===== src/rtl/simon_pkg.sv =====
// Shared definitions for the Simon game controller: state set and LED patterns.
package simon_pkg;

  typedef enum logic [3:0] {
    IDLE, SEED, REWIND, PAUSE, SHOW_ON, SHOW_OFF, INPUT, WIN, LOSE
  } state_t;

  localparam logic [3:0] LED_OFF  = 4'b0000;
  localparam logic [3:0] LED_LOSE = 4'b1111;
  localparam logic [3:0] WIN_A    = 4'b0101;
  localparam logic [3:0] WIN_B    = 4'b1010;

  localparam int TIMER_W = 32;

endpackage


===== src/rtl/simon_if.sv =====
// Controller-side bundle: player/generator inputs, generator strobes, display outputs.
interface simon_if #(
  parameter int LEN_W = 5
);
  logic             start;
  logic [3:0]       btn;
  logic [3:0]       seq;
  // Generator "randomize" strobe; named randomize_req because randomize is a built-in method name.
  logic             randomize_req;
  logic             next;
  logic             start_over;
  logic [3:0]       led;
  logic [LEN_W-1:0] level;
  logic             playing;
  logic             won;
  logic             lost;

  modport master (
    input  start, btn, seq,
    output randomize_req, next, start_over, led, level, playing, won, lost
  );

  modport slave (
    output start, btn, seq,
    input  randomize_req, next, start_over, led, level, playing, won, lost
  );
endinterface


===== src/rtl/simon_timer.sv =====
// Cycle timer: restarts from zero on load, flags the last cycle of a period.
module simon_timer
  import simon_pkg::*;
(
  input  logic               clk,
  input  logic               rst,
  input  logic               load,
  input  logic               en,
  input  logic [TIMER_W-1:0] period,
  output logic               done
);

  logic [TIMER_W-1:0] count_reg;

  always_ff @(posedge clk) begin
    if (rst) begin
      count_reg <= '0;
    end else if (load) begin
      count_reg <= '0;
    end else if (en) begin
      count_reg <= count_reg + TIMER_W'(1);
    end
  end

  assign done = en && (count_reg == period - TIMER_W'(1));

endmodule


===== src/rtl/simon_controller.sv =====
// Simon game FSM: plays a growing prefix of the generator's sequence, then checks player presses.
module simon_controller
  import simon_pkg::*;
#(
  parameter int MAX_LEN        = 16,
  parameter int LEN_W          = 5,
  parameter int SHOW_CYCLES    = 50_000_000,
  parameter int GAP_CYCLES     = 25_000_000,
  parameter int TIMEOUT_CYCLES = 0
) (
  input logic      clk,
  input logic      rst,
  simon_if.master  bus
);

  localparam logic [3:0] ST_IDLE     = IDLE;
  localparam logic [3:0] ST_SEED     = SEED;
  localparam logic [3:0] ST_REWIND   = REWIND;
  localparam logic [3:0] ST_PAUSE    = PAUSE;
  localparam logic [3:0] ST_SHOW_ON  = SHOW_ON;
  localparam logic [3:0] ST_SHOW_OFF = SHOW_OFF;
  localparam logic [3:0] ST_INPUT    = INPUT;
  localparam logic [3:0] ST_WIN      = WIN;
  localparam logic [3:0] ST_LOSE     = LOSE;

  logic [3:0]         state_reg, state_next;
  logic [LEN_W-1:0]   level_reg, level_next;
  logic [LEN_W-1:0]   idx_reg, idx_next;
  logic               win_phase_reg, win_phase_next;
  logic               restart;
  logic               timer_en, timer_done;
  logic [TIMER_W-1:0] timer_period;

  logic               last_elem;
  assign last_elem = (idx_reg + LEN_W'(1)) == level_reg;

  always_comb begin
    state_next        = state_reg;
    level_next        = level_reg;
    idx_next          = idx_reg;
    win_phase_next    = win_phase_reg;
    restart           = 1'b0;
    timer_period      = '0;
    bus.randomize_req = 1'b0;
    bus.next          = 1'b0;
    bus.start_over    = 1'b0;
    bus.led           = LED_OFF;

    case (state_reg)
      ST_IDLE: if (bus.start) state_next = ST_SEED;
      ST_SEED: begin
        bus.randomize_req = 1'b1;
        state_next        = ST_REWIND;
      end
      ST_REWIND: begin
        bus.start_over = 1'b1;
        level_next     = LEN_W'(1);
        idx_next       = '0;
        state_next     = ST_PAUSE;
      end
      ST_PAUSE: begin
        timer_period = TIMER_W'(GAP_CYCLES);
        if (timer_done) state_next = ST_SHOW_ON;
      end
      ST_SHOW_ON: begin
        timer_period = TIMER_W'(SHOW_CYCLES);
        bus.led      = bus.seq;
        if (timer_done) state_next = ST_SHOW_OFF;
      end
      ST_SHOW_OFF: begin
        timer_period = TIMER_W'(GAP_CYCLES);
        if (timer_done) begin
          if (last_elem) begin
            bus.start_over = 1'b1;
            idx_next       = '0;
            state_next     = ST_INPUT;
          end else begin
            bus.next   = 1'b1;
            idx_next   = idx_reg + LEN_W'(1);
            state_next = ST_SHOW_ON;
          end
        end
      end
      ST_INPUT: begin
        timer_period = TIMER_W'(TIMEOUT_CYCLES);
        bus.led      = bus.btn;
        // A press always wins over a timeout landing in the same cycle.
        if (bus.btn != 4'b0000) begin
          if (bus.btn != bus.seq) begin
            state_next = ST_LOSE;
          end else if (!last_elem) begin
            bus.next = 1'b1;
            idx_next = idx_reg + LEN_W'(1);
            restart  = 1'b1;
          end else if (level_reg == LEN_W'(MAX_LEN)) begin
            win_phase_next = 1'b0;
            state_next     = ST_WIN;
          end else begin
            bus.start_over = 1'b1;
            level_next     = level_reg + LEN_W'(1);
            idx_next       = '0;
            state_next     = ST_PAUSE;
          end
        end else if (TIMEOUT_CYCLES > 0 && timer_done) begin
          state_next = ST_LOSE;
        end
      end
      ST_WIN: begin
        timer_period = TIMER_W'(SHOW_CYCLES);
        bus.led      = win_phase_reg ? WIN_B : WIN_A;
        if (bus.start) begin
          state_next = ST_SEED;
        end else if (timer_done) begin
          win_phase_next = ~win_phase_reg;
          restart        = 1'b1;
        end
      end
      ST_LOSE: begin
        bus.led = LED_LOSE;
        if (bus.start) state_next = ST_SEED;
      end
      default: state_next = ST_IDLE;
    endcase
  end

  always_ff @(posedge clk) begin
    if (rst) begin
      state_reg     <= ST_IDLE;
      level_reg     <= '0;
      idx_reg       <= '0;
      win_phase_reg <= 1'b0;
    end else begin
      state_reg     <= state_next;
      level_reg     <= level_next;
      idx_reg       <= idx_next;
      win_phase_reg <= win_phase_next;
    end
  end

  assign timer_en = (state_reg != ST_IDLE) && (state_reg != ST_LOSE);

  simon_timer u_timer (
    .clk    (clk),
    .rst    (rst),
    .load   ((state_next != state_reg) || restart),
    .en     (timer_en),
    .period (timer_period),
    .done   (timer_done)
  );

  assign bus.level   = level_reg;
  assign bus.won     = (state_reg == ST_WIN);
  assign bus.lost    = (state_reg == ST_LOSE);
  assign bus.playing = (state_reg != ST_IDLE) && (state_reg != ST_WIN) && (state_reg != ST_LOSE);

endmodule


===== src/flat_wrapper.sv =====
// flat-port wrapper written by rule: the top's interface ports become plain ports
module simon_controller_flat import simon_pkg::*;
#(
  parameter int MAX_LEN        = 16,
  parameter int LEN_W          = 5,
  parameter int SHOW_CYCLES    = 50_000_000,
  parameter int GAP_CYCLES     = 25_000_000,
  parameter int TIMEOUT_CYCLES = 0
)
  (clk, rst, bus_start, bus_btn, bus_seq, bus_randomize_req, bus_next, bus_start_over, bus_led, bus_level, bus_playing, bus_won, bus_lost);
  simon_if #(.LEN_W(LEN_W)) bus_i ();
  input logic clk;
  input logic rst;
  input wire logic [$bits(bus_i.start)-1:0] bus_start;
  input wire logic [$bits(bus_i.btn)-1:0] bus_btn;
  input wire logic [$bits(bus_i.seq)-1:0] bus_seq;
  output wire logic [$bits(bus_i.randomize_req)-1:0] bus_randomize_req;
  output wire logic [$bits(bus_i.next)-1:0] bus_next;
  output wire logic [$bits(bus_i.start_over)-1:0] bus_start_over;
  output wire logic [$bits(bus_i.led)-1:0] bus_led;
  output wire logic [$bits(bus_i.level)-1:0] bus_level;
  output wire logic [$bits(bus_i.playing)-1:0] bus_playing;
  output wire logic [$bits(bus_i.won)-1:0] bus_won;
  output wire logic [$bits(bus_i.lost)-1:0] bus_lost;
  assign bus_i.start = bus_start;
  assign bus_i.btn = bus_btn;
  assign bus_i.seq = bus_seq;
  assign bus_randomize_req = bus_i.randomize_req;
  assign bus_next = bus_i.next;
  assign bus_start_over = bus_i.start_over;
  assign bus_led = bus_i.led;
  assign bus_level = bus_i.level;
  assign bus_playing = bus_i.playing;
  assign bus_won = bus_i.won;
  assign bus_lost = bus_i.lost;
  simon_controller #(.MAX_LEN(MAX_LEN), .LEN_W(LEN_W), .SHOW_CYCLES(SHOW_CYCLES), .GAP_CYCLES(GAP_CYCLES), .TIMEOUT_CYCLES(TIMEOUT_CYCLES)) u_core (.clk(clk), .rst(rst), .bus(bus_i));
endmodule

===== config.mk =====
export PLATFORM = sky130hd
export DESIGN_NAME = simon_controller_flat
export DESIGN_NICKNAME = d
export VERILOG_FILES = /design/src/rtl/simon_pkg.sv /design/src/rtl/simon_if.sv /design/src/rtl/simon_timer.sv /design/src/rtl/simon_controller.sv /design/src/flat_wrapper.sv
export SDC_FILE = /design/constraint.sdc
export NUM_CORES = 1
export LEC_CHECK = 0
export BUFFER_PORTS_ARGS = -buffer_cell sky130_fd_sc_hd__clkbuf_2
export CORE_MARGIN = 5
export CORE_UTILIZATION = 54
export CTS_CLUSTER_SIZE = 40
export DETAILED_ROUTE_END_ITERATION = 10
export HOLD_SLACK_MARGIN = 0.03
export PLACE_DENSITY = 0.81
export SLEW_MARGIN = 20
export SYNTH_ARGS = -nofsm -noshare
export SYNTH_HDL_FRONTEND = slang
export SYNTH_SLANG_ARGS = --single-unit

===== constraint.sdc =====
create_clock -name clk -period 3.6 [get_ports clk]
set_input_delay 1.08 -clock clk [delete_from_list [all_inputs] [get_ports clk]]
set_output_delay 1.08 -clock clk [all_outputs]
set_load 0.01 [all_outputs]

Word-level counts from Yosys, hierarchy flattened
Cells that the tools add are included.
{"block": "word_totals", "register_bits": 47, "latch_bits": 0, "ram_bits": 0, "mem_bits_ro": 0, "out_inout_bits": 15, "word_cells": 100, "mem_count": 0}
{"block": "op_classes", "n_addsub": 4, "multipliers": 0, "div_mod_pow": 0, "order_cmp": 0, "n_eq_ne": 24, "shift": 0, "muxes": 48, "bitwise": 1, "reduce_logical": 18}
{"op": "26-bit one-hot mux with 2 select lines", "n": 1}
{"op": "5-bit 2-to-1 mux", "n": 10}
{"op": "32-bit by 1-bit adder with 32-bit output, second input constant", "n": 1}
{"op": "32-bit == test", "n": 1}
{"op": "4-bit 2-to-1 mux", "n": 8}
{"op": "32-bit by 1-bit subtractor with 32-bit output, second input constant", "n": 1}
{"op": "4-bit one-hot mux with 7 select lines", "n": 1}
{"op": "1-bit 2-to-1 mux", "n": 19}
{"op": "4-bit by 3-bit == test with 1-bit output, second input constant", "n": 4}
{"op": "4-bit one-hot mux with 4 select lines", "n": 1}
{"op": "5-bit one-hot mux with 3 select lines", "n": 1}
{"op": "5-bit by 1-bit adder with 5-bit output, second input constant", "n": 2}
{"op": "2-bit by 1-bit inequality test with 1-bit output, second input constant", "n": 5}
{"op": "5-bit one-hot mux with 2 select lines", "n": 1}
{"op": "5-bit AND reduction", "n": 2}
{"op": "4-bit by 2-bit == test with 1-bit output, second input constant", "n": 2}
{"op": "4-bit inequality test", "n": 2}
{"op": "4-bit nonzero test", "n": 2}
{"op": "7-bit AND reduction", "n": 1}
{"op": "2-bit inequality test, second input constant", "n": 3}
{"op": "1-bit one-hot mux with 2 select lines", "n": 3}
{"op": "2-bit OR reduction", "n": 3}
{"op": "5-bit == test", "n": 1}
{"op": "5-bit == test, second input constant", "n": 1}
{"op": "other kinds (15)", "n": 19}

Longest topological paths before layout
Gate-level depths: netlist of run 1.
{"block": "logic_depth", "word_depth": 11, "mapped_depth": 13}

Hierarchy
A second synthesis of run 1 with hierarchy kept.
{"block": "unflattened", "cells_unflattened": 548, "hier_area_um2": 4229.1}
{"mod": "simon_timer", "instances": 1, "cells_each": 367, "area_each_um2": 2783.9, "seq_area_each_um2": 640.6}
{"mod": "simon_controller", "instances": 1, "cells_each": 181, "area_each_um2": 1445.1, "seq_area_each_um2": 300.3}

Worst setup path after synthesis of run 1
OpenSTA, ideal clock, no wires.
{"block": "synth_timing", "path_type": "reg-to-output", "from": "register u_core.state_reg[0]", "to": "output port bus_next", "arrival_ps": 2524, "t_required_ps": 2520, "path_slack_ps": -4, "path_stages_with_launch": 12, "path_buffers": 1, "path_cell_list": "dfxtp_1 clkbuf_1 nor2b_1 nor2_1 nand2_1 ha_1 xnor2_1 nand2_1 or4_1 nor4_4 nand2_1 a21boi_0"}
{"block": "synth_between", "elab_chain_len": 8}
{"item": "start: declaration", "line": "simon_controller.sv:26", "rtl": "logic [3:0] state_reg, state_next;"}
{"item": "start signal: assignment", "line": "simon_controller.sv:133", "rtl": "state_reg <= state_next;"}
{"item": "4-bit by 3-bit == test with 1-bit output or 4-bit by 2-bit == test with 1-bit output (tied branches)", "line": "simon_controller.sv:49", "rtl": "case (state_reg)"}
{"item": "2-bit OR reduction (no source line)"}
{"item": "26-bit one-hot mux with 2 select lines", "line": "simon_controller.sv:49"}
{"item": "32-bit by 1-bit subtractor with 32-bit output", "line": "simon_timer.sv:25", "rtl": "assign done = en && (count_reg == period - TIMER_W'(1));"}
{"item": "32-bit == test", "line": "simon_timer.sv:25"}
{"item": "1-bit logical AND", "line": "simon_timer.sv:25"}
{"item": "1-bit 2-to-1 mux", "line": "simon_controller.sv:72", "rtl": "if (timer_done) begin"}
{"item": "1-bit one-hot mux with 2 select lines (*)", "line": "simon_controller.sv:49"}
{"item": "end: declaration", "line": "flat_wrapper.sv:18", "rtl": "output wire logic [$bits(bus_i.next)-1:0] bus_next;"}
Mark *: on every way between the ends. The rest lies on a longest branch, timed or not.

Worst setup path in the final report of run 1
{"block": "layout_timing", "from": "register u_core.state_reg[1]", "to": "output port bus_start_over"}
{"block": "layout_between", "elab_chain_len": 8}
{"item": "4-bit by 3-bit == test with 1-bit output or 4-bit by 2-bit == test with 1-bit output (tied branches)", "line": "simon_controller.sv:49"}
{"item": "2-bit OR reduction (no source line)"}
{"item": "26-bit one-hot mux with 2 select lines", "line": "simon_controller.sv:49"}
{"item": "32-bit by 1-bit subtractor with 32-bit output", "line": "simon_timer.sv:25"}
{"item": "32-bit == test", "line": "simon_timer.sv:25"}
{"item": "1-bit logical AND", "line": "simon_timer.sv:25"}
{"item": "1-bit 2-to-1 mux", "line": "simon_controller.sv:72"}
{"item": "1-bit one-hot mux with 3 select lines (*)", "line": "simon_controller.sv:49"}
{"item": "end: declaration", "line": "flat_wrapper.sv:19", "rtl": "output wire logic [$bits(bus_i.start_over)-1:0] bus_start_over;"}
Marked as above.

==> results.md, run 1 <==
- DPL Wire Length: just over 5 mm
- FMAX: around 270 MHz
- VDD IR max: 0.208 mV
- Most crowded layer after global routing: met2
- Fin. Hold Viols: 0
- Sequential fraction of the synthesis area: between 30% and 40%
- Leak pwr: approximately 1.3 nW
- EDFF count, synth: 0
- Placed Cells: roughly 470
- I/O pin cnt: 26
- Row cnt: 26
- Post-synth top area share: roughly a third
- Residual DRC: 0
- Initial antenna violation count: 0
- Max cap viols: 0
- Root buf cell: clkbuf_8
- Number of flip-flops in the largest register: 32
- Post-synthesis cell type count: 54
- Pins Over Slew Limit: 0
- Tcrit/Tclk final: 105%
- Hold buffer count at CTS: 0
- Non-Filler Instances: 482
- Switching power: between 0.3 and 0.4 mW
- Share of layout cells above drive strength 1: 22.6%
- Worst skew pair latency: just over 0.3 ns
- Post-synth top cells: nor2_1 (53), dfxtp_1 (47), nand2_1 (30)
- Tmin final: ~3.8 ns
- Sequential share of power: around 46%
- Outcome: complete, but fails checks
- Antenna Nets Post-Route: 0
- Antenna diodes: 0
- WL final: 7.46 mm
- Synthesized net count: ~390
- Post-synth top flop: dfxtp_1
- Mapped Cells: 368
- Slew headroom: roughly 54%
- Critical Path RT: between 2 and 3 ns
- Initial Utilization: ~56%
- Port buffer count: 25
- Num Clock Sinks: between 40 and 50
- Post-place setup slack: between 0.02 and 0.03 ns
- Top-count cell post-synth: nor2_1
- Largest net degree at the start of global routing: 33
- CTS Buffer Depth: 2
- Combinational Power Share: 20.0%
- GRT met3 Usage: ~4.5%
- Iteration-0 DRC Markers: 207
- Hold WC Path Type: reg2reg
- RSZ-0062 raised after global routing: true
- Die area: between 7000 and 8000 sq um
- Area Overhead vs Synth: 18.0%
- Final net count: between 400 and 500
- Reg2reg path depth: 12
- Final worst slack: -0.162 ns
- Asr flop ratio synth: 0%
- Hold Path Stages: 2
- Yosys reg bits: 47
- Clock share of power: roughly 34%
- Synth Warn #: 0
- Crit-path max FO: 4
- Post-Route Utilization: about two thirds
- Vias post-DR: around 2900
- GRT met1 Usage: between 20% and 30%
- Core footprint: about 5200 sq um
- Hold_ws: 0.493 ns
- Die H: ~84 um
- Failing checks: negative setup slack
- Total CTS buffers: 5
- Area leader, netlist: dfxtp_1
- WL/cell: 15.5 um
- First-pass GRT wire length: ~12 mm
- Startpoint class of the critical path: flop
- CTS tree: done
- Setup crit end kind: output port
- Worst-Margin Slew: 0.689 ns
- Initial DRT Pass Iterations: 5
- Met2 usage: a little over a third
- All-Layer GR Usage: around a fifth
- Mapped Area: slightly below 3000 sq um
- Grt ovf: 0
- Kind of critical path: reg2out
- Clock skew: around 0.012 ns
- H-tree levels: 2
- Synth area leaders: dfxtp_1 (32%), xnor2_1 (7.7%), nor2_1 (6.8%), xor2_1 (6.6%), nand2_1 (3.8%)
- Internal: 0.838 mW
- Switching Fraction: between 20% and 30%
- Worst-path clk slew: ~0.090 ns
- Total power: 1.17 mW
- Arr. time, crit path: 2.68 ns
- Pwr/cell area: approximately 340 nW/um^2
- Final setup viols: 2
- Number of global-route vias before repair: 2717
- GPL Wtd Cong: 0.913
- Synth Area per Inst: 7.99 sq um
- Via-to-Cell Ratio: roughly 5.9
- Reg2reg setup slack: ~0.5 ns
- DIE WIDTH: ~84 um
-- power groups by stage --
stage	sequential, mW	combinational, mW	clock, mW
after floorplan	0.545	0.156	0
after detailed placement	0.549	0.210	0
final	0.542	0.235	0.397
after CTS	0.540	0.226	0.407
after global routing	0.543	0.255	0.430
after global placement	0.548	0.205	0
-- path summary, 6_finish.rpt --
path / start / endpoint
setup / recovery: u_core.state_reg[1]$_SDFF_PP0_ / bus_start_over
hold / removal: u_core.idx_reg[1]$_SDFFE_PP0P_ / u_core.idx_reg[1]$_SDFFE_PP0P_
setup reg to reg: u_core.state_reg[1]$_SDFF_PP0_ / u_core.u_timer.count_reg[9]$_SDFFE_PP0P_
hold reg to reg: u_core.idx_reg[1]$_SDFFE_PP0P_ / u_core.idx_reg[1]$_SDFFE_PP0P_
-- layer usage --
layer  routed length, um  vias up
met5                   0        -
met4                 162        0
met3                 485       19
li1                    -     1365
met1                3130     1357
met2                3680      126
-- layout make-up --
class | count | area, sq um
Sequential cell | 47 | 950
Tap cell | 70 | 87.6
Clock buffer | 5 | 68.8
Timing Repair Buffer | 48 | 314
Fill cell | 442 | 1740
Multi-Input combinational cell | 292 | 1940
Clock inverter | 3 | 46.3
Inverter | 17 | 63.8
-- repair_timing --
item,CTS,global route
setup endpoints to repair,2,2
setup buffers,5,2
pin swaps,7,5
resized for setup,12,11
-- worst max-delay path: stages, from the launching register on --
cell     delay [ns]
dfxtp_4        0.37
xor2_2         0.18
and3_4         0.21
ha_4           0.24
xnor2_2        0.15
nand2_1        0.08
or4_4          0.43
nor4_4         0.25
and3b_1        0.24
or2_2          0.11
buf_2          0.11
-- cells in the final DEF (no fill, tap or decap), types with 11 or more instances in the layout --
cell      count
nor2_1       52
dfxtp_1      44
nand2_1      29
xnor2_1      25
clkbuf_2     23
xor2_1       21
buf_4        21
nand3_1      20
nand4_1      17
inv_1        17
nor3_1       12
o21ai_0      12
nor2_2       11
-- cells by family (layout without fill, tap and decap cells) --
kind of cell / Yosys count / in the layout / share of synthesized area, %
compound gates: 49 / 49 / 12.0
xor+xnor: 48 / 48 / 14.3
fa+ha+maj: 7 / 7 / 2.98
buf+inv: 29 / 73 / 4.60
flops: 47 / 47 / 32.0
mux: 6 / 6 / 2.04
simple gates: 182 / 182 / 32.0
-- through the flow --
step	setup TNS, ns	instance area (sq um)
after floorplan	0	2940
after global placement	0	3210
after detailed placement	0	3210
after CTS	-0.379	3420
after global routing	-0.503	3470
final	-0.274	3470
No activity file was read; power rests on OpenSTA's default activity.
==> inputs of run 2 (changes only) <==
--- a/config.mk
+++ b/config.mk
@@ -6,8 +6,10 @@
 export NUM_CORES = 1
 export LEC_CHECK = 0
 export BUFFER_PORTS_ARGS = -buffer_cell sky130_fd_sc_hd__clkbuf_2
+export CELL_PAD_IN_SITES_DETAIL_PLACEMENT = 1
+export CELL_PAD_IN_SITES_GLOBAL_PLACEMENT = 1
 export CORE_MARGIN = 5
-export CORE_UTILIZATION = 54
+export CORE_UTILIZATION = 40
 export CTS_CLUSTER_SIZE = 40
 export DETAILED_ROUTE_END_ITERATION = 10
 export HOLD_SLACK_MARGIN = 0.03
==> run 2 against run 1 <==
The run still ends with negative setup slack left. Combinational power rose by 13%. Flip-flop and latch count unchanged. Sequential share of layout area is 0.99 points lower. Routed wire length increased by 19%. Highest routed layer unchanged. Clock skew increased by 0.0031 ns. Cell area increased by 3.8%. Critical path depth is 2 higher. Via count down 1.6%. Hold slack worse by 0.0091 ns. Worst setup slack got worse by 0.032 ns.
==> results.md, run 2 (synthesized netlist as in run 1, its figures left out) <==
- Max stage delay on crit path: 0.40 ns (-0.03 ns)
- CTS tree: done
- Die H: 95.7 um (+14%)
- Met3 wire length: 219 um (-55%)
- Number of flip-flops in the largest register: 32 (unchanged)
- Final Cell Area: 3600 sq um (+3.8%)
- Number of global-route vias before repair: 2924 (+7.6%)
- Pwr/cell area: 339 nW/um^2 (about the same)
- Vias post-DR: 2820 (-1.6%)
- Initial DRT Pass Iterations: 6 (+1)
- RSZ-0062 raised after global routing: true
- I/O pin cnt: 26 (unchanged)
- DPL Wire Length: 6.04 mm (+17%)
- Arr. time, crit path: 2.71 ns (+0.03 ns)
- Final net count: 436 (+1.6%)
- Num Clock Sinks: 47 (unchanged)
- Root buf cell: clkbuf_8
- Startpoint class of the critical path: flop
- WL/cell: 17.2 um (+11%)
- Slew headroom: 45.5% (-8.4 points)
- Placed inst area: 3250 sq um (+1.2%)
- Core footprint: 7210 sq um (+39%)
- Crit path buffers/inverters: 3 (+2)
- Commonest non-fill, non-tap cell in the layout: nor2_1
- GPL Wtd Cong: 0.844 (-7.6%)
- Grt ovf: 0 (unchanged)
- Clock skew: 0.0148 ns (+0.00312 ns)
- Crit-path cells: xor2_2, and3_4, buf_4, inv_2, ha_4, nor4_4, a21o_1, nand3_2, nor4_4, and3b_1, or2_4, buf_6
- First-pass GRT wire length: 14.3 mm (+16%)
- Pins Over Slew Limit: 0 (unchanged)
- Die area: 9170 sq um (+31%)
- Max cap viols: 0 (unchanged)
- Critical Path RT: 2.52 ns (about the same)
- Share of layout cells above drive strength 1: 24.8% (+2.2 points)
- Worst-Margin Slew: 0.811 ns (+0.122 ns)
- Largest net degree at the start of global routing: 22 (-33%)
- Met2 wire length: 4.60 mm (+25%)
- Worst skew pair latency: 0.32 ns (about the same)
- Setup crit end kind: output port
- Worst-path clk slew: 0.10 ns (about the same)
- Final setup viols: 2 (unchanged)
- Initial Utilization: 40.8% (-16 points)
- All-Layer GR Usage: 19.6% (-1.3 points)
- Port buffer count: 25 (unchanged)
- Master of the slowest instance on the critical path: dfxtp_4
- Initial antenna violation count: 0 (unchanged)
- VDD IR max: 0.292 mV (+40%)
- FMAX: 264 MHz (-0.83%)
- WL final: 8.90 mm (+19%)
- Via-to-Cell Ratio: 5.44 (-8.5%)
- Metal-1 WL: 3.90 mm (+25%)
- Outcome: complete, but fails checks
- Antenna diodes: 0 (unchanged)
- Final worst slack: -0.194 ns (-0.0317 ns)
- Failing checks: negative setup slack
- CTS Buffer Depth: 2 (unchanged)
- Hold_ws: 0.484 ns (-0.00905 ns)
- Hold WC Path Type: reg2reg
- Antenna Nets Post-Route: 0 (unchanged)
- Hold buffer count at CTS: 0 (unchanged)
- Iteration-0 DRC Markers: 93 (-55%)
- Uppermost layer routed: met4
- Kind of critical path: reg2out
- Row cnt: 31 (+19%)
- CP top delay family: simple AND/OR/NAND/NOR gates
- Area Overhead vs Synth: 22.4%
- Tcrit/Tclk final: 105% (+0.88 points)
- H-tree levels: 2 (unchanged)
- Leak pwr: 1.29 nW (+3.2%)
- Residual DRC: 0 (unchanged)
- Total CTS buffers: 5 (unchanged)
- Crit-path max FO: 5 (+1)
- DIE WIDTH: 95.7 um (+14%)
- Commonest non-fill, non-tap cells in the layout: nor2_1 (52), dfxtp_1 (44), nand2_1 (29), buf_4 (28), xnor2_1 (25)
- Tmin final: 3.79 ns (+0.0317 ns)
- Fin. Hold Viols: 0 (unchanged)
- Most used cell, CP: nor4_4
run 2: stage by stage:
step / TNS [ns] / utilization (%) / cells / setup WS [ns] / power [mW]
floorplan: 0 / - / 368 / 0.0152 / 0.701
global placement: 0 / 45.1 / 498 / 0.0574 / 0.764
detailed placement: 0 / 45.1 / 498 / 0.0130 / 0.770
CTS: -0.593 / 48.6 / 514 / -0.325 / 1.20
global route: -0.573 / 49.9 / 518 / -0.300 / 1.28
finish: -0.355 / 49.9 / 518 / -0.194 / 1.22
run 2: layer usage:
layer | up-vias | track usage (%)
li1 | 1382 | -
met1 | 1388 | 24.1
met3 | 13 | 2.89
met2 | 37 | 34.2
met5 | - | 0
met4 | 0 | 7.70
run 2: report_power, final:
group / leakage (nW) / total [mW] / switching [mW] / internal [mW]
registers: 0.381 / 0.543 / 0.0144 / 0.529
logic: 0.855 / 0.265 / 0.149 / 0.116
clock network: 0.0587 / 0.411 / 0.200 / 0.211
run 2: cell type report:
cell class	instances	area [sq um]
clock inverters	3	47.5
repair buffers	55	364
fillers	912	3620
inverters	17	63.8
multi-input cells	292	1980
clock buffers	5	68.8
well taps	99	124
flip-flops and latches	47	950
run 2: worst min-delay path, delay by kind of cell, from the launching register on:
family | cells | cell delay, ns
compound gates | 1 | 0.05
flops | 1 | 0.34
simple gates | 1 | 0.06
run 2: what timing repair did:
item | in CTS | in global routing
resized for setup | 18 | 16
setup buffers | 8 | 6
pin swaps | 10 | 12
gates cloned | 0 | 0
endpoints found under the setup margin | 2 | 2
endpoints found under the hold margin | 0 | 0
run 2: worst paths after layout:
check	start	endpoint	slack, ns	cells past startpoint
max	u_core.state_reg[1]$_SDFF_PP0_	bus_start_over	-0.19	12
min	u_core.idx_reg[1]$_SDFFE_PP0P_	u_core.idx_reg[1]$_SDFFE_PP0P_	0.48	2
max reg2reg	u_core.state_reg[0]$_SDFF_PP0_	u_core.u_timer.count_reg[28]$_SDFFE_PP0P_	0.25	13
min reg2reg	u_core.idx_reg[1]$_SDFFE_PP0P_	u_core.idx_reg[1]$_SDFFE_PP0P_	0.48	2
